==> src/rtl/fifo_write_ctrl.sv <==
// fifo_write_ctrl: FIFO write pointer, level/full/almost-full and burst reservation.
// Defining CFG_WR_ERR_CNT_EN adds o_wr_err_cnt, a saturating count of overflow-event cycles.
`ifndef CFG_FIFO_DEPTH
`define CFG_FIFO_DEPTH 16
`endif
module fifo_write_ctrl #(
    parameter int MEM_DEPTH    = `CFG_FIFO_DEPTH,
    parameter int ADDR_WIDTH   = $clog2(MEM_DEPTH),
    parameter int AFULL_THRESH = MEM_DEPTH - 4,
    parameter int MAX_BURST    = 8,
    parameter int LEN_W        = $clog2(MAX_BURST + 1)
) (
    input  logic                i_clk,
    input  logic                i_reset,
    input  logic                i_wr_valid,
    input  logic                i_wr_burst_start,
    input  logic [LEN_W-1:0]    i_wr_burst_len,
    input  logic [ADDR_WIDTH:0] i_rd_addr,
    input  logic                i_wr_ovf_clr,
    output logic                o_wr_ready,
    output logic                o_wr_en,
    output logic [ADDR_WIDTH:0] o_wr_addr,
    output logic [ADDR_WIDTH:0] o_wr_level,
    output logic                o_wr_full,
    output logic                o_wr_afull,
    output logic                o_burst_busy,
    output logic                o_burst_grant,
    output logic                o_burst_reject,
`ifdef CFG_WR_ERR_CNT_EN
    output logic [15:0]         o_wr_err_cnt,
`endif
    output logic                o_wr_overflow
);
    localparam int PW = ADDR_WIDTH + 1;
    localparam logic [PW-1:0] DEPTH_P = PW'(MEM_DEPTH);
    localparam logic [PW-1:0] AFULL_P = PW'(AFULL_THRESH);

    typedef enum logic {IDLE, BURST} state_t;

    state_t           r_state;
    logic [PW-1:0]    r_wr_addr;
    logic [LEN_W-1:0] r_beats_left;
    logic             r_grant;
    logic             r_reject;
    logic             r_overflow;

    logic [PW-1:0]    w_level;
    logic [PW-1:0]    w_free;
    logic             w_full;
    logic             w_idle_req;
    logic             w_len_ok;
    logic             w_ready;
    logic             w_wr_en;
    logic             w_ovf_event;

    // Pointers carry a wrap bit, so plain subtraction gives 0..MEM_DEPTH.
    assign w_level    = r_wr_addr - i_rd_addr;
    assign w_free     = DEPTH_P - w_level;
    assign w_full     = w_level == DEPTH_P;
    assign w_idle_req = r_state == IDLE && i_wr_burst_start;
    assign w_len_ok   = i_wr_burst_len != '0
                     && 32'(i_wr_burst_len) <= 32'(MAX_BURST)
                     && 32'(i_wr_burst_len) <= 32'(w_free);

    // Inside a burst the space is already reserved and reads can only add more.
    assign w_ready     = !i_reset && (r_state == BURST || (!i_wr_burst_start && !w_full));
    assign w_wr_en     = i_wr_valid && w_ready;
    assign w_ovf_event = i_wr_valid && !w_ready && !w_idle_req;

    always_ff @(posedge i_clk) begin
        if (i_reset) begin
            r_state      <= IDLE;
            r_wr_addr    <= '0;
            r_beats_left <= '0;
            r_grant      <= 1'b0;
            r_reject     <= 1'b0;
            r_overflow   <= 1'b0;
        end else begin
            r_grant    <= 1'b0;
            r_reject   <= 1'b0;
            r_overflow <= w_ovf_event || (r_overflow && !i_wr_ovf_clr);
            if (w_wr_en)
                r_wr_addr <= r_wr_addr + PW'(1);
            case (r_state)
                IDLE: begin
                    if (i_wr_burst_start) begin
                        if (w_len_ok) begin
                            r_state      <= BURST;
                            r_beats_left <= i_wr_burst_len;
                            r_grant      <= 1'b1;
                        end else begin
                            r_reject <= 1'b1;
                        end
                    end
                end
                BURST: begin
                    if (w_wr_en) begin
                        r_beats_left <= r_beats_left - LEN_W'(1);
                        if (r_beats_left == LEN_W'(1))
                            r_state <= IDLE;
                    end
                end
                default: r_state <= IDLE;
            endcase
        end
    end

`ifdef CFG_WR_ERR_CNT_EN
    logic [15:0] r_err_cnt;

    always_ff @(posedge i_clk) begin
        if (i_reset)
            r_err_cnt <= '0;
        else if (i_wr_ovf_clr)
            r_err_cnt <= {15'd0, w_ovf_event};
        else if (w_ovf_event && r_err_cnt != 16'hFFFF)
            r_err_cnt <= r_err_cnt + 16'd1;
    end

    assign o_wr_err_cnt = r_err_cnt;
`endif

    assign o_wr_ready     = w_ready;
    assign o_wr_en        = w_wr_en;
    assign o_wr_addr      = r_wr_addr;
    assign o_wr_level     = w_level;
    assign o_wr_full      = w_full;
    assign o_wr_afull     = w_level >= AFULL_P;
    assign o_burst_busy   = r_state == BURST;
    assign o_burst_grant  = r_grant;
    assign o_burst_reject = r_reject;
    assign o_wr_overflow  = r_overflow;
endmodule

==> config.mk <==
export PLATFORM = sky130hd
export DESIGN_NAME = fifo_write_ctrl
export DESIGN_NICKNAME = d
export VERILOG_FILES = /design/src/rtl/fifo_write_ctrl.sv
export SDC_FILE = /design/constraint.sdc
export NUM_CORES = 1
export LEC_CHECK = 0
export ABC_AREA = 1
export BUFFER_PORTS_ARGS = -buffer_cell sky130_fd_sc_hd__buf_2
export CAP_MARGIN = 20
export CORE_ASPECT_RATIO = 1.75
export CORE_UTILIZATION = 40
export CTS_BUF_LIST = sky130_fd_sc_hd__clkbuf_8
export DETAILED_ROUTE_END_ITERATION = 8
export MAX_ROUTING_LAYER = met4
export PLACE_DENSITY = 0.79
export SLEW_MARGIN = 5
export SYNTH_ARGS = -nofsm -noshare
export SYNTH_HDL_FRONTEND = slang
export SYNTH_SLANG_ARGS = --single-unit
==> constraint.sdc <==
create_clock -name i_clk -period 2.76 [get_ports i_clk]
set_clock_uncertainty 0.15 [all_clocks]
set_input_delay 0.414 -clock i_clk [delete_from_list [all_inputs] [get_ports i_clk]]
set_output_delay 0.414 -clock i_clk [all_outputs]
set_load 0.03 [all_outputs]
==> flow_summary.ini <==
[timing]
fmax_mhz = 342
setup_ws_ns = -0.163
max_slew_margin = 0.611
setup_viol = 7
worstMarginPinSlew_ns = 0.582
whs_ns = 0.277
grt_setup_unrepaired = yes
final.min_clock_period_ns = 2.92
hold_violations = 0
finalMaxSlewViolations = 0
post-route-period-util = 1.06

[floorplan]
io_pins = 32
floorplan.initialDensity = 0.433
dieArea_sq_um = 2770
die_width_um = 40.2
row_count = 23
die_y_um = 68.8
coreArea_sq_um = 2360

[route]
antenna_left = 0
vias = 1156
wl_um = 2950
drt_iter0_markers = 22
drc_errors = 0
first_pass_iters = 4
wire_per_inst_um = 13.1
viasPerCell = 5.14

[critical_path]
cp_data_required_time_ns = 2.20
crit_path_cell_trace = inv_4 -> ha_4 -> inv_2 -> fa_2 -> inv_2 -> ha_4 -> nor3b_4 -> ha_4 -> o21ai_4 -> nand3_4 -> inv_8 -> buf_6
end_kind = output pin
crit_type = reg2out
crit_slowest_cell = fa_2
worstPathMaxFanout = 3
crit_top_cell = ha_4
max_stage_delay_ns = 0.54
arrival_ns = 2.36
critPathLaunchType = flop

[min_path]
hp-class = in2reg

[yosys]
synth_compound_area_frac = 0.124
synth_top_area_frac = 0.255
syn_area_sq_um = 1020
syn_inst = 143
synthSimpleGateAreaFrac = 0.273
async_reset_ff_frac = 0
yosysWarnings = 0
synth_common_cells = inv_1 (26), nand2_1 (21), nand3_1 (14), dfxtp_1 (13), ha_1 (13)
ys_seq_area_frac = 0.255
synth.net_count = 171
synth_top_family_by_area = simple AND/OR/NAND/NOR gates
ys_types = 26
yosys-top-cells-area = dfxtp_1 (25%), ha_1 (16%), inv_1 (9.6%)
synth-seq-cells = 13
synthXorXnorAreaFrac = 0.0600
syn_avg_cell_area_sq_um = 7.14
synthAdderAreaFrac = 0.179
synthFlopType = dfxtp_1
synth_area_leader_cell = dfxtp_1
synth_edf_count = 0
synth.most_common_cell = inv_1
synth_mux_area_frac = 0

[cts]
h-tree-depth = 1
cts_tree = done
cts_buffer_depth = 2
cts_buffers = 3
clk_pin_slew_ns = 0.05
cts-root-buf = clkbuf_8
clock-sinks = 13
clkLatencyLatePin_ns = 0.24
cts_hold_buf = 0

[run]
max-cap-violations = 0

[place]
io_buffers = 31
place.gp.congestion = 0.823
dp_hpwl_um = 2210
dp_cells = 213

[finish]
nNetsFinal = 229
diodes = 0
fin_util = 0.706
nFillCells = 175
finalNonFillerCells = 225
layout-drive-gt1-share = 0.455
syn_to_final_growth_pct = 63.1

[grt]
grt_max_degree = 11
grt_pass1_vias = 1057
grt_util_all_layers = 0.230
grt_pass1_wl_um = 4420
antenna_found_initial = 0
grt_overflow = 0

[status]
violations = setup timing
run_status = finished with violations

[pwr]
leakage_nw = 0.866
ir_drop_mv = 0.441
powerDensity_nw_per_um2 = 486
-- power breakdown --
group,switching (mW),leakage [nW],internal (mW)
Clock,0.0679,0.0269,0.0981
Sequential,0.0181,0.107,0.205
Combinational,0.242,0.732,0.178
-- per-layer routing --
layer / GRT usage / vias to the layer above / wire [um]
met5: - / - / 0
met4: 0.117 / 0 / 103
met3: 0.0385 / 10 / 84
met2: 0.391 / 34 / 1650
met1: 0.245 / 530 / 1120
li1: - / 582 / -
-- placed cells by master, fill, tap and decap left out, types with 2 or more instances in the layout --
cell type / netlist / layout
ha_4: 0 / 3
nor3_1: 3 / 2
dfxtp_1: 13 / 12
nand3_4: 1 / 3
nand3_2: 1 / 3
buf_2: 0 / 28
inv_2: 2 / 5
nand2_2: 0 / 3
nor2_1: 12 / 9
xor2_1: 6 / 4
buf_6: 0 / 6
nor3_4: 0 / 2
clkbuf_8: 0 / 3
ha_1: 13 / 10
xor2_4: 0 / 2
buf_4: 0 / 18
nand3_1: 14 / 11
nor2_4: 0 / 2
nand2_1: 21 / 18
a21oi_1: 12 / 9
a21oi_2: 0 / 3
inv_1: 26 / 23
o21ai_0: 6 / 6
-- worst paths after layout --
path / depth (start not counted) / to / start / slack, ns
min reg2reg: 2 / o_wr_overflow / o_wr_overflow / 0.32
max: 12 / o_wr_en / o_wr_addr[0] / -0.16
min: 4 / o_wr_overflow / i_wr_ovf_clr / 0.28
max reg2reg: 17 / r_beats_left[2] / o_wr_addr[0] / -0.10
-- area by class of cell --
class / instances / area, sq um / share of cell area
Tap cell: 25 / 31.3 / 0.0188
Clock buffer: 3 / 41.3 / 0.0248
Clock inverter: 1 / 3.75 / 0.00225
Multi-Input combinational cell: 102 / 863 / 0.518
Sequential cell: 13 / 264 / 0.159
Inverter: 29 / 119 / 0.0714
Timing Repair Buffer: 52 / 343 / 0.206
-- worst max-delay path: cells and delay by family, from the launching register on --
kind | cells | cell delay, ns
AOI/OAI and AO/OA | 1 | 0.14
DFF | 1 | 0.35
and+or+nand+nor | 2 | 0.27
buffers and inverters | 5 | 0.36
adders and majority gates | 4 | 1.01
-- flip-flops by register name, summed over array words and instances (netlist names) --
signal          flops
o_wr_addr           5
o_burst_reject      1
o_burst_grant       1
r_beats_left        4
o_wr_overflow       1
o_burst_busy        1
-- what timing repair did --
action | CTS | global route
pin swaps | 3 | 6
setup endpoints to repair | 12 | 12
resized for setup | 8 | 20
cloned | 0 | 1
buffers inserted | 2 | 5
-- per-stage QoR --
stage | worst slack (ns) | area, sq um | setup TNS [ns] | power [mW]
detailed placement | -0.220 | 1450 | -1.90 | 0.575
floorplan | -0.0836 | 1160 | -0.526 | 0.466
global placement | -0.100 | 1450 | -0.741 | 0.558
CTS | -0.154 | 1540 | -0.729 | 0.755
global route | -0.292 | 1670 | -2.13 | 0.861
finish | -0.163 | 1670 | -0.644 | 0.810
-- cells by family (layout without fill, tap and decap cells) --
group	after synthesis	in the layout
AOI/OAI and AO/OA	23	23
xor gates and xnor gates	7	7
and+or+nand+nor	57	58
DFF	13	13
buffers and inverters	29	85
adders and majority gates	14	14
(Power assumes the default switching activity.)
